File: src/rtl/note_pkg.sv
// Shared definitions for the keyboard note tracker and the music-box path:
// PS/2 scancodes for the eight playable keys, their half-period counts,
// the scancode decoder state type and a couple of small helper functions.
package note_pkg;

    localparam int KEY_IDX_W = 3;
    localparam int NUM_KEYS  = 8;
    localparam int PERIOD_W  = 20;

    localparam logic [7:0] SC_BREAK = 8'hF0;
    localparam logic [7:0] SC_EXT   = 8'hE0;
    localparam logic [7:0] SC_C4    = 8'h1C;
    localparam logic [7:0] SC_D4    = 8'h1B;
    localparam logic [7:0] SC_E4    = 8'h23;
    localparam logic [7:0] SC_F4    = 8'h2B;
    localparam logic [7:0] SC_G4    = 8'h34;
    localparam logic [7:0] SC_A4    = 8'h33;
    localparam logic [7:0] SC_B4    = 8'h3B;
    localparam logic [7:0] SC_C5    = 8'h42;

    localparam logic [PERIOD_W-1:0] PER_C4 = 20'd191109;
    localparam logic [PERIOD_W-1:0] PER_D4 = 20'd170265;
    localparam logic [PERIOD_W-1:0] PER_E4 = 20'd151685;
    localparam logic [PERIOD_W-1:0] PER_F4 = 20'd143172;
    localparam logic [PERIOD_W-1:0] PER_G4 = 20'd127550;
    localparam logic [PERIOD_W-1:0] PER_A4 = 20'd113636;
    localparam logic [PERIOD_W-1:0] PER_B4 = 20'd101238;
    localparam logic [PERIOD_W-1:0] PER_C5 = 20'd95556;

    typedef enum logic [1:0] {
        ST_IDLE,
        ST_BRK,
        ST_EXT,
        ST_EXT_BRK
    } dec_state_t;

    typedef struct packed {
        logic                 hit;
        logic [KEY_IDX_W-1:0] idx;
    } key_lookup_t;

    // Translate a scancode into a key index; hit is low for unmapped codes.
    function automatic key_lookup_t lookup_scancode(input logic [7:0] code);
        key_lookup_t r;
        r.hit = 1'b1;
        r.idx = '0;
        case (code)
            SC_C4:   r.idx = 3'd0;
            SC_D4:   r.idx = 3'd1;
            SC_E4:   r.idx = 3'd2;
            SC_F4:   r.idx = 3'd3;
            SC_G4:   r.idx = 3'd4;
            SC_A4:   r.idx = 3'd5;
            SC_B4:   r.idx = 3'd6;
            SC_C5:   r.idx = 3'd7;
            default: r.hit = 1'b0;
        endcase
        return r;
    endfunction

    // Index of the lowest set bit; 0 when the mask is empty.
    function automatic logic [KEY_IDX_W-1:0] lowest_held(input logic [NUM_KEYS-1:0] mask);
        logic [KEY_IDX_W-1:0] r;
        r = '0;
        for (int i = NUM_KEYS - 1; i >= 0; i--) begin
            if (mask[i]) r = KEY_IDX_W'(i);
        end
        return r;
    endfunction

endpackage

File: src/rtl/note_period_lut.sv
// Combinational key index -> half-period lookup. Also used by the music-box
// path, so it stays a standalone module with no state.
module note_period_lut
    import note_pkg::*;
(
    input  logic [2:0]  i_key_idx,
    output logic [19:0] o_period
);

    // Pure table lookup, one entry per key of the octave.
    always_comb begin
        o_period = '0;
        case (i_key_idx)
            3'd0:    o_period = PER_C4;
            3'd1:    o_period = PER_D4;
            3'd2:    o_period = PER_E4;
            3'd3:    o_period = PER_F4;
            3'd4:    o_period = PER_G4;
            3'd5:    o_period = PER_A4;
            3'd6:    o_period = PER_B4;
            3'd7:    o_period = PER_C5;
            default: o_period = '0;
        endcase
    end

endmodule

File: src/rtl/keyboard_note_tracker.sv
// Keyboard note tracker: decodes PS/2 make/break scancodes into a held-key
// bitmap plus the half-period of the most recently pressed held key.
// Optional macro KNT_TYPEMATIC_FILTER_EN suppresses note_on and last-key
// updates for repeated makes of a key that is already held.
module keyboard_note_tracker
    import note_pkg::*;
#(
    parameter int PREFIX_TIMEOUT = 1_000_000
) (
    input  logic        i_clk,
    input  logic        i_rst_n,
    input  logic        i_byte_valid,
    input  logic [7:0]  i_byte_data,
    input  logic        i_all_off,
    output logic [7:0]  o_key_mask,
    output logic [19:0] o_note_period,
    output logic        o_note_on,
    output logic        o_note_off
);

    localparam int TW = (PREFIX_TIMEOUT > 1) ? $clog2(PREFIX_TIMEOUT) : 1;
    localparam logic [TW-1:0] TIMER_LAST = TW'(PREFIX_TIMEOUT - 1);

    dec_state_t           r_state;
    dec_state_t           w_next_state;
    logic [TW-1:0]        r_timer;
    logic [NUM_KEYS-1:0]  r_key_mask;
    logic [KEY_IDX_W-1:0] r_last_key;
    logic [PERIOD_W-1:0]  r_note_period;
    logic                 r_note_on;
    logic                 r_note_off;

    key_lookup_t          w_lookup;
    logic                 w_make;
    logic                 w_break;
    logic                 w_make_accept;
    logic                 w_break_accept;
    logic [NUM_KEYS-1:0]  w_key_bit;
    logic [NUM_KEYS-1:0]  w_mask_next;
    logic [KEY_IDX_W-1:0] w_last_next;
    logic [PERIOD_W-1:0]  w_lut_period;
    logic [PERIOD_W-1:0]  w_period_next;

    assign w_lookup = lookup_scancode(i_byte_data);

    // Decoder state register; reset drops any half-received prefix.
    always_ff @(posedge i_clk or negedge i_rst_n) begin
        if (!i_rst_n) begin
            r_state <= ST_IDLE;
        end else begin
            r_state <= w_next_state;
        end
    end

    // Prefix decoding: panic clear wins, then bytes, then prefix abandonment.
    always_comb begin
        w_next_state = r_state;
        w_make       = 1'b0;
        w_break      = 1'b0;
        if (i_all_off) begin
            w_next_state = ST_IDLE;
        end else if (i_byte_valid) begin
            case (r_state)
                ST_IDLE: begin
                    if (i_byte_data == SC_BREAK) begin
                        w_next_state = ST_BRK;
                    end else if (i_byte_data == SC_EXT) begin
                        w_next_state = ST_EXT;
                    end else begin
                        w_make = w_lookup.hit;
                    end
                end
                ST_BRK: begin
                    w_next_state = ST_IDLE;
                    w_break      = w_lookup.hit;
                end
                ST_EXT: begin
                    w_next_state = (i_byte_data == SC_BREAK) ? ST_EXT_BRK : ST_IDLE;
                end
                default: begin
                    w_next_state = ST_IDLE;
                end
            endcase
        end else if (r_state != ST_IDLE && r_timer == TIMER_LAST) begin
            w_next_state = ST_IDLE;
        end
    end

    // Prefix age counter: runs only while a prefix is pending and no byte arrives.
    always_ff @(posedge i_clk or negedge i_rst_n) begin
        if (!i_rst_n) begin
            r_timer <= '0;
        end else if (i_all_off || i_byte_valid || w_next_state == ST_IDLE) begin
            r_timer <= '0;
        end else begin
            r_timer <= r_timer + TW'(1);
        end
    end

`ifdef KNT_TYPEMATIC_FILTER_EN
    assign w_make_accept = w_make && !r_key_mask[w_lookup.idx];
`else
    assign w_make_accept = w_make;
`endif
    assign w_break_accept = w_break && r_key_mask[w_lookup.idx];

    // Next held-key bitmap and the key whose pitch should sound.
    always_comb begin
        w_key_bit              = '0;
        w_key_bit[w_lookup.idx] = 1'b1;
        w_mask_next            = r_key_mask;
        if (w_make_accept) w_mask_next = r_key_mask | w_key_bit;
        if (w_break_accept) w_mask_next = r_key_mask & ~w_key_bit;
        w_last_next = r_last_key;
        if (w_make_accept) begin
            w_last_next = w_lookup.idx;
        end else if (!w_mask_next[r_last_key]) begin
            w_last_next = lowest_held(w_mask_next);
        end
    end

    note_period_lut u_lut (
        .i_key_idx (w_last_next),
        .o_period  (w_lut_period)
    );

    assign w_period_next = (w_mask_next == '0) ? '0 : w_lut_period;

    // Registered outputs; pulses are one cycle wide and mutually exclusive.
    always_ff @(posedge i_clk or negedge i_rst_n) begin
        if (!i_rst_n) begin
            r_key_mask    <= '0;
            r_last_key    <= '0;
            r_note_period <= '0;
            r_note_on     <= 1'b0;
            r_note_off    <= 1'b0;
        end else if (i_all_off) begin
            r_key_mask    <= '0;
            r_last_key    <= '0;
            r_note_period <= '0;
            r_note_on     <= 1'b0;
            r_note_off    <= 1'b0;
        end else begin
            r_key_mask    <= w_mask_next;
            r_last_key    <= w_last_next;
            r_note_period <= w_period_next;
            r_note_on     <= w_make_accept;
            r_note_off    <= w_break_accept;
        end
    end

    assign o_key_mask    = r_key_mask;
    assign o_note_period = r_note_period;
    assign o_note_on     = r_note_on;
    assign o_note_off    = r_note_off;

endmodule

File: config.mk
export PLATFORM = sky130hd
export DESIGN_NAME = keyboard_note_tracker
export DESIGN_NICKNAME = d
export VERILOG_FILES = /design/src/rtl/note_pkg.sv /design/src/rtl/note_period_lut.sv /design/src/rtl/keyboard_note_tracker.sv
export SDC_FILE = /design/constraint.sdc
export NUM_CORES = 1
export LEC_CHECK = 0
export CAP_MARGIN = 40
export CORE_AREA = 2 2 104 86
export DETAILED_ROUTE_END_ITERATION = 10
export DIE_AREA = 0 0 106 88
export GPL_ROUTABILITY_DRIVEN = 0
export PLACE_DENSITY = 0.59
export SETUP_SLACK_MARGIN = 0.5
export SLEW_MARGIN = 20
export SYNTH_ARGS = -nofsm -noshare
export SYNTH_HDL_FRONTEND = slang
export SYNTH_SLANG_ARGS = --single-unit
File: constraint.sdc
create_clock -name i_clk -period 8.4 [get_ports i_clk]
set_clock_uncertainty 0.15 [all_clocks]
set_input_delay 1.68 -clock i_clk [delete_from_list [all_inputs] [get_ports i_clk]]
set_output_delay 1.68 -clock i_clk [all_outputs]
set_load 0.05 [all_outputs]
# After elaboration in Yosys (flattened, before gate mapping)
# Memory sizes are Yosys's and may differ from the RTL's.
# Cells that the tools add are included.
# W data, S select, Z words.
totals:
  reg_bits: 55
  rom_bits: 144
  inputBits: 12
  output_inout_bits: 30
  mem_count: 1
classes:
  add_sub_neg: 1
  order_cmp: 3
  n_eq_ne: 13
  mux: 42
  n_bitwise: 3
  reduce_logical: 10
mem_list:
  columns: ["memory", "depth", "width", "rd", "rd_ports_with_merged_regs", "write_ports", "line_no", "text"]
  rows:
  - ["(name not given)", 8, 18, 1, 0, 0, "note_period_lut.sv:13", "case (i_key_idx)"]
ops:
  columns: ["operator", "n"]
  rows:
  - ["$mux W20", 3]
  - ["$eq A8 B6 Y1 const B", 5]
  - ["$mux W3", 11]
  - ["$mux W8", 3]
  - ["$pmux W3 S7", 1]
  - ["$add A20 B1 Y20 const B", 1]
  - ["$eq A20 B20 Y1 const B", 1]
  - ["$eq A8 B5 Y1 const B", 2]
  - ["$eq A8 B8 Y1 const B", 2]
  - ["$mux W1", 14]
  - ["$mux W2", 6]
  - ["$and A8 B8 Y8", 1]
  - ["$eq A8 B7 Y1 const B", 1]
  - ["$logic_not A8 Y1", 1]
  - ["$lt A3 B4 Y1 const B", 2]
  - ["$not A8 Y8", 1]
  - ["$or A8 B8 Y8", 1]
  - ["$reduce_or A8 Y1", 1]
  - ["$bmux W1 S3", 2]
  - ["$logic_not A2 Y1", 2]
  - ["$pmux W2 S2", 1]
  - ["$demux W1 S3", 1]
  - ["$ge A3 B1 Y1 const B", 1]
  - ["$logic_and A1 B1 Y1", 3]
  - ["4 further kinds", 5]

# Logic depth before layout (Yosys ltp)
# Gate-level depths: netlist of run 1.
# An unclocked memory read counts as a cell.
depth:
  depth_word: 23
  ltp_mapped: 14
  ltp_nobuf: 12

# Modules after synthesis
# From an unflattened synthesis of run 1, not the netlist that was laid out.
unflattened:
  hier_cells: 376
  hier_area_um2: 3330.7
modules_own_cells:
  columns: ["mod", "n_inst", "cells_per_inst", "area_each_um2", "seq_area_each_um2"]
  rows:
  - ["keyboard_note_tracker", 1, 339, 3076.7, 1376.3]
  - ["note_period_lut", 1, 37, 254.0, 0.0]

# Least setup slack after synthesis of run 1
# Ideal clock, no wire load.
synth_path:
  path_kind: "in2reg"
  startpoint: "input port i_byte_data[3]"
  endpoint: "register r_note_period[2], in the netlist o_note_period[2]"
  setup_time_ps: 123
  arrival_time_ps: 4519
  setup_slack_ps: 3608
  path_stages: 13
  cell_sequence: "clkbuf_1 -> nor4b_1 -> and2_1 -> buf_2 -> a21oi_1 -> a311oi_1 -> nand3b_1 -> a311oi_1 -> o31ai_1 -> ha_1 -> inv_1 -> or2_2 -> nor2b_1"
synth_between:
  elab_chain_cells: 23
  elab_cells_between_ends: 50
  cone_classes: "2 x order compare; 10 x eq/ne; 30 x mux; 3 x bitwise; 4 x reduce/logical; 1 x memory"
synth_lines:
  columns: ["element", "line_no", "text"]
  rows:
  - ["start: declaration", "keyboard_note_tracker.sv:13", "input logic [7:0] i_byte_data,"]
  - ["parallel branches: the longest is 21 deep, another holds $lt A3 B4 Y1", null, null]
  - ["$mux W20 *", "keyboard_note_tracker.sv:127", "assign w_period_next = (w_mask_next == '0) ? '0 : w_lut_period;"]
  - ["$mux W20 *", "keyboard_note_tracker.sv:137", "end else if (i_all_off) begin"]
  - ["end signal: assignment", "keyboard_note_tracker.sv:146", "r_note_period <= w_period_next;"]
  - ["end: declaration", "keyboard_note_tracker.sv:29", "logic [PERIOD_W-1:0] r_note_period;"]
# Every way passes the cells marked *. The select of a mux whose other input is x is not followed.

# Worst setup path after layout of run 1
layout_path:
  startpoint: "input port i_all_off"
  endpoint: "register r_note_period[2], in the netlist o_note_period[2]"
layout_between:
  elab_chain_cells: 16
  elab_cells_between_ends: 21
  cone_classes: "18 x mux; 2 x reduce/logical; 1 x memory"
layout_lines:
  columns: ["element", "line_no", "text"]
  rows:
  - ["start: declaration", "keyboard_note_tracker.sv:14", "input logic i_all_off,"]
  - ["$mux W1", "keyboard_note_tracker.sv:60", "if (i_all_off) begin"]
  - ["$mux W8 or $logic_and A1 B1 Y1 (tied branches)", "keyboard_note_tracker.sv:112, keyboard_note_tracker.sv:105", null]
  - ["$mux W8", "keyboard_note_tracker.sv:113", "if (w_break_accept) w_mask_next = r_key_mask & ~w_key_bit;"]
  - ["$mux W3 (8 in a row)", "note_pkg.sv:66", "if (mask[i]) r = KEY_IDX_W'(i);"]
  - ["$mux W3", "keyboard_note_tracker.sv:117", "end else if (!w_mask_next[r_last_key]) begin"]
  - ["$mux W3", "keyboard_note_tracker.sv:115", "if (w_make_accept) begin"]
  - ["$mem_v2 Z8 W18", null, null]
  - ["$mux W20", "keyboard_note_tracker.sv:127", null]
  - ["$mux W20 *", "keyboard_note_tracker.sv:137", null]
# Every way passes the cells marked *; elsewhere a longest branch is shown, timed or not. The select of a mux whose other input is x is not followed.

==> results of run 1 <==
[registers in the layout, indices dropped and copies added, names as in the netlist]
signal,count
r_timer,20
r_last_key,3
r_state,2
o_note_period,18
o_note_on,1
o_key_mask,8
o_note_off,1
[layer usage]
| layer | vias up | wire length (um) |
|---|---|---|
| li1 | 1264 | - |
| met1 | 1266 | 3275 |
| met3 | 11 | 311 |
| met4 | 0 | 89 |
| met5 | - | 0 |
| met2 | 81 | 3279 |
[path summary, 6_finish.rpt]
kind | startpoint | to | slack, ns | cells past startpoint
max | i_all_off | o_note_period[2] | 2.68 | 13
min | r_timer[0] | r_timer[0] | 0.35 | 1
max reg2reg | r_state[1] | o_note_period[2] | 4.45 | 12
min reg2reg | r_timer[0] | r_timer[0] | 0.35 | 1
max in group asynchronous | i_rst_n | r_timer[19] | 6.32 | 2
min in group asynchronous | i_rst_n | o_note_off | 1.33 | 2
[report_power, final]
group	total, mW	switching [mW]	internal (mW)	leakage, nW
Combinational	0.0334	0.0227	0.0107	0.741
Sequential	0.256	0.000369	0.255	0.740
Clock	0.149	0.0824	0.0670	0.0512
Total	0.439	0.105	0.333	1.53
[cells in the final DEF, fill, tap and decap left out, types with 3 or more instances in the layout]
| cell | synthesis | routed |
|---|---|---|
| dfrtp_1 | 53 | 53 |
| nor2_1 | 46 | 46 |
| clkdlybuf4s50_1 | 0 | 38 |
| nand2_1 | 20 | 20 |
| a21oi_1 | 19 | 19 |
| nand3_1 | 16 | 16 |
| inv_1 | 14 | 14 |
| xor2_1 | 12 | 12 |
| nor3_1 | 12 | 12 |
| and3_1 | 10 | 10 |
| xnor2_1 | 7 | 7 |
| ha_1 | 7 | 7 |
| clkbuf_8 | 0 | 6 |
| a31oi_1 | 5 | 5 |
| and2_1 | 5 | 5 |
| nor4_1 | 5 | 5 |
| o211ai_1 | 5 | 5 |
| nor3b_1 | 4 | 4 |
| nor2b_1 | 4 | 4 |
| nor4b_1 | 4 | 4 |
| o31ai_1 | 4 | 4 |
| o21ai_0 | 5 | 4 |
| and4_1 | 3 | 3 |
| a311oi_1 | 3 | 3 |
| nand2b_1 | 3 | 3 |
| nand4_1 | 3 | 3 |
[cell families (layout without fill, tap and decap cells)]
logic type / after synthesis / in the layout / share of synthesized area [%]
AOI/OAI and AO/OA: 67 / 67 / 15.95
adders and majority gates: 7 / 7 / 2.848
buffers and inverters: 27 / 64 / 3.987
xor gates and xnor gates: 19 / 19 / 5.411
and+or+nand+nor: 152 / 152 / 27.50
muxes: 3 / 3 / 1.058
other: 1 / 2 / 0.1219
DFF: 53 / 53 / 43.12
[cell type report]
class / count / share of cell area, %
clock inverter: 2 / 0.3770
sequential: 53 / 36.33
timing repair buffer: 42 / 11.10
multi-input combinational: 250 / 44.65
clock buffer: 6 / 2.262
tap: 112 / 3.838
inverter: 14 / 1.439
==> impl_metrics.csv, run 1 <==
group,metric,value,unit
clock_network,ctsHoldBuffers,0,
setup_path,arrival,5.74,ns
setup_path,cp.buffers_inverters,3,
job,maxCapViolations,0,
synthesis,yosysWarnings,0,
clock_network,path_clk_slew,0.09,ns
detailed_routing,wl,6956,um
detailed_routing,num_vias,2622,
placement,hpwl,5141,um
timing,holdWs,0.3497,ns
global_routing,grt_use_met2,25.98,%
clock_network,htreeDepth,2,
global_routing,grt_pass1_wl,11970,um
clock_network,numCtsBuffers,5,
detailed_routing,routed_via_density,5.474,
setup_path,max_stage_delay,0.70,ns
global_routing,grt_max_degree,54,
hold_path,worstHoldPathType,"register to register",
floorplan,fp.dieW,106,um
synthesis,synth_cell_types,65,
setup_path,cp_cell_sequence,"clkdlybuf4s50_1 > nor4b_1 > o31a_1 > a21oi_1 > a311oi_1 > nand3b_1 > a311oi_1 > o31ai_1 > clkbuf_2 > ha_1 > inv_1 > or2_2 > nor2b_1",
placement,place_ws,2.198,ns
global_routing,grt_util_met1,21.66,%
floorplan,num_io_pins,42,
synthesis,postSynthAreaPerCell,9.348,sq um
synthesis,synthFlopType,"dfrtp_1",
setup_path,worstPathRequired,8.42,ns
timing,period_share,68.07,%
detailed_routing,ant_nets,0,
setup_path,cp_top_family,"compound AO/OA/AOI/OAI gates",
timing,worst_pin_slew,0.7637,ns
synthesis,syn-instance-count,329,
clock_network,cts.sinks,53,
global_routing,gr-total-overflow,0,
synthesis,yosys-top-cells-area,"dfrtp_1 43%, nor2_1 5.6%, xor2_1 3.4%",
detailed_routing,dr.pass1.iters,5,
placement,dp.cells,470,
floorplan,initial_core_util,37.07,%
cells_and_area,final_core_util,44.01,%
detailed_routing,drc_errors,0,
synthesis,yosys.area.top_type_share,43.12,%
clock_network,clockRootBuffer,"clkbuf_8",
clock_network,cts_tree,"yes",
timing,max_freq,174.9,MHz
synthesis,yosys.area.top_type,"dfrtp_1",
setup_path,crit_path_top_delay_cell,"clkdlybuf4s50_1",
cells_and_area,area.growth.synth_to_final,18.71,%
global_routing,met3_usage,2.381,%
timing,rsz0062_at_grt,"false",
timing,relSlewSlack,48.97,%
synthesis,synth_most_common_cell,"dfrtp_1",
cells_and_area,layout-drive-gt1-share,8.719,%
cells_and_area,n_antenna_cell,0,
clock_network,clock_path_buffers,2,
clock_network,ctsResizeCount,0,
floorplan,core,0.008295,sq mm
cells_and_area,num-nets-final,385,
timing,tns,0,ns
cells_and_area,multi_input_area,0.001630,sq mm
setup_path,crit_fanout,16,
power,powerDensity,120.1,mW/mm^2
outcome,run_status,"finished, final reports clean",
synthesis,ys_ff_latch,53,
global_routing,grt.busiest_layer,"met2",
detailed_routing,drt_iter0_drc,130,
clock_network,post_cts_buffers,0,
detailed_routing,wire_per_inst,14.52,um
global_routing,grt_pass1_vias,2526,
cells_and_area,postLayoutCellArea,0.003651,sq mm
power,ir_drop,52.18,uV
timing,drv_slew,0,
synthesis,synth_commonest_cells,"53 x dfrtp_1, 46 x nor2_1, 20 x nand2_1, 19 x a21oi_1, 16 x nand3_1",
global_routing,track_usage,15.74,%
setup_path,cp-end-kind,"register",
timing,setup_viol,0,
synthesis,synth_edf_count,0,
timing,setup_slack,2.682,ns
power,power.total,0.4385,mW
timing,hold_viol_final,0,
clock_network,insertion_delay,0.30,ns
synthesis,seq_area_frac_synth,43.12,%
setup_path,cp_common_cell,"a311oi_1",
global_routing,antenna_found_initial,0,
placement,place_area,0.003550,sq mm
cells_and_area,final_cells,479,
cells_and_area,fill_cells,807,
setup_path,path_class,"primary input to register",
timing,post-route-min-period,5.718,ns
floorplan,die_area,0.009328,sq mm
cells_and_area,regArea,0.001326,sq mm
synthesis,syn-cell-area,0.003075,sq mm
synthesis,async_flop_share,100.0,%
placement,port_buffers,39,
power,p_leak,1.532,nW
floorplan,rows,30,
floorplan,dieHeight,88,um
setup_path,start_kind,"primary input",
No activity file was read; power rests on OpenSTA's default activity.
==> run 2: changes to the inputs <==
- PLACE_DENSITY: 0.59 -> 0.61
- clock period: 8.4 -> 5 ns (I/O delays scaled with it)
==> impl_metrics.csv, run 2 (synthesized netlist as in run 1, its figures left out) <==
group,metric,value,unit
power,ir_drop,137.3,uV
cells_and_area,n_antenna_cell,0,
power,swShare,23.98,%
floorplan,die_area,0.009328,sq mm
global_routing,met3_usage,2.976,%
power,power.total,0.7958,mW
detailed_routing,dr.pass1.iters,4,
timing,setup_viol,0,
setup_path,reg2reg_from,"r_state[1]",
cells_and_area,layout_commonest_cell,"dfrtp_1",
cells_and_area,layout-drive-gt1-share,14.14,%
global_routing,track_usage,16.46,%
outcome,run_status,"finished, final reports clean",
power,p_leak,1.640,nW
setup_path,worstPathRequired,5.10,ns
global_routing,grt_use_met2,26.16,%
floorplan,initial_core_util,37.07,%
clock_network,path_clk_slew,0.10,ns
setup_path,arrival,4.45,ns
setup_path,endpoint,"o_note_period[12]",
timing,holdWs,0.3504,ns
cells_and_area,fill_cells,769,
placement,hpwl,5458,um
detailed_routing,ant_nets,0,
cells_and_area,postLayoutCellArea,0.003851,sq mm
detailed_routing,routed_via_density,5.332,
detailed_routing,wl,7451,um
timing,rsz0062_at_grt,"true",
timing,period_share,86.97,%
power,pwr-share-seq,54.0,%
cells_and_area,area.growth.synth_to_final,25.22,%
global_routing,gr-total-overflow,0,
timing,max_freq,230.0,MHz
cells_and_area,num-nets-final,400,
job,maxCapViolations,0,
setup_path,start_kind,"primary input",
cells_and_area,multi_input_area,0.001693,sq mm
global_routing,antenna_found_initial,0,
clock_network,cts_tree,"yes",
detailed_routing,wire_per_inst,15.08,um
cells_and_area,largest_reg_flops,20,
power,p_int,0.6049,mW
floorplan,num_io_pins,42,
floorplan,core,0.008295,sq mm
cells_and_area,largest-register,"r_timer",
timing,post-route-min-period,4.348,ns
floorplan,dieHeight,88,um
detailed_routing,drt_iter0_drc,151,
detailed_routing,drc_errors,0,
setup_path,rr_endpoint,"o_note_period[2]",
setup_path,crit_fanout,16,
setup_path,regToRegSetupSlack,1.45,ns
floorplan,fp.dieW,106,um
clock_network,clockRootBuffer,"clkbuf_8",
global_routing,grt_util_met1,23.39,%
clock_network,clock_path_buffers,2,
timing,relSlewSlack,51.71,%
placement,port_buffers,39,
global_routing,grt.busiest_layer,"met2",
timing,tns,0,ns
cells_and_area,regArea,0.001326,sq mm
cells_and_area,final_cells,494,
timing,worst_pin_slew,0.7177,ns
cells_and_area,mostFrequentLayoutCells,"53 x dfrtp_1, 46 x nor2_1, 38 x clkdlybuf4s50_1",
power,powerDensity,206.6,mW/mm^2
placement,place_area,0.003662,sq mm
global_routing,grt_max_degree,54,
power,p_comb_share,7.9,%
setup_path,worstRegToRegCells,9,
clock_network,cts.sinks,53,
detailed_routing,num_vias,2634,
setup_path,cp-end-kind,"register",
global_routing,grt_pass1_vias,2548,
placement,dp.cells,485,
clock_network,htreeDepth,2,
setup_path,startpoint,"i_byte_data[2]",
power,clkPwrFrac,38.0,%
floorplan,rows,30,
timing,hold_viol_final,0,
clock_network,numCtsBuffers,5,
setup_path,path_class,"primary input to register",
hold_path,worstHoldPathType,"register to register",
clock_network,insertion_delay,0.31,ns
global_routing,grt_pass1_wl,12350,um
timing,drv_slew,0,
power,p_sw,0.1909,mW
==> run 2: per-stage QoR <==
stage / setup WS [ns] / util [%]
final: 0.6515 / 46.43
after global routing: 0.4818 / 46.43
after CTS: 0.5063 / 45.58
after detailed placement: 0.2069 / 44.15
after global placement: 0.3099 / 44.15
after floorplan: 0.8879 / -
==> run 2: cell type report <==
type	count	area share, %
multi-input combinational	250	43.96
sequential	53	34.44
timing repair buffer	57	13.52
tap	112	3.639
clock buffer	5	1.787
inverter	14	1.365
clock inverter	3	1.300
==> run 2: per-layer routing <==
layer | up-vias | part of all wire (%) | wire length [um]
met1 | 1272 | 49 | 3621
met2 | 67 | 45 | 3360
li1 | 1289 | - | -
met5 | - | 0 | 0
met4 | 0 | 0.76 | 57
met3 | 6 | 5.5 | 411
==> run 2: power by group through the flow <==
stage	clock [mW]	combinational, mW	sequential [mW]
5_1_grt	0.332	0.0695	0.430
3_3_place_gp	0	0.0607	0.438
2_1_floorplan	0	0.0278	0.441
6_report	0.303	0.0632	0.430
3_5_place_dp	0	0.0609	0.438
4_1_cts	0.313	0.0613	0.430
==> run 2: how the worst min path moves through the flow <==
stage | cells after the start | endpoint | start | slack [ns]
global placement | 1 | r_timer[0] | r_timer[0] | 0.33
finish | 1 | r_timer[0] | r_timer[0] | 0.35
floorplan | 1 | r_timer[0] | r_timer[0] | 0.31
CTS | 1 | r_timer[0] | r_timer[0] | 0.35
detailed placement | 1 | r_timer[0] | r_timer[0] | 0.34
global route | 1 | r_timer[0] | r_timer[0] | 0.38
==> run 2: worst max-delay path, cell delays in order <==
cell	delay, ns
clkdlybuf4s50_1	0.53
or4b_4	0.61
o31a_1	0.41
a21oi_1	0.23
and4b_4	0.24
a311o_1	0.36
nor4_2	0.26
a221o_2	0.36
mux2_2	0.37
nor2_1	0.08
==> run 2: repair_timing <==
action	4_1_cts	5_1_grt
endpoints found under the setup margin	0	13
hold endpoints to repair	0	0
buffers inserted	0	1
hold buffers	0	0
resized for setup	0	12
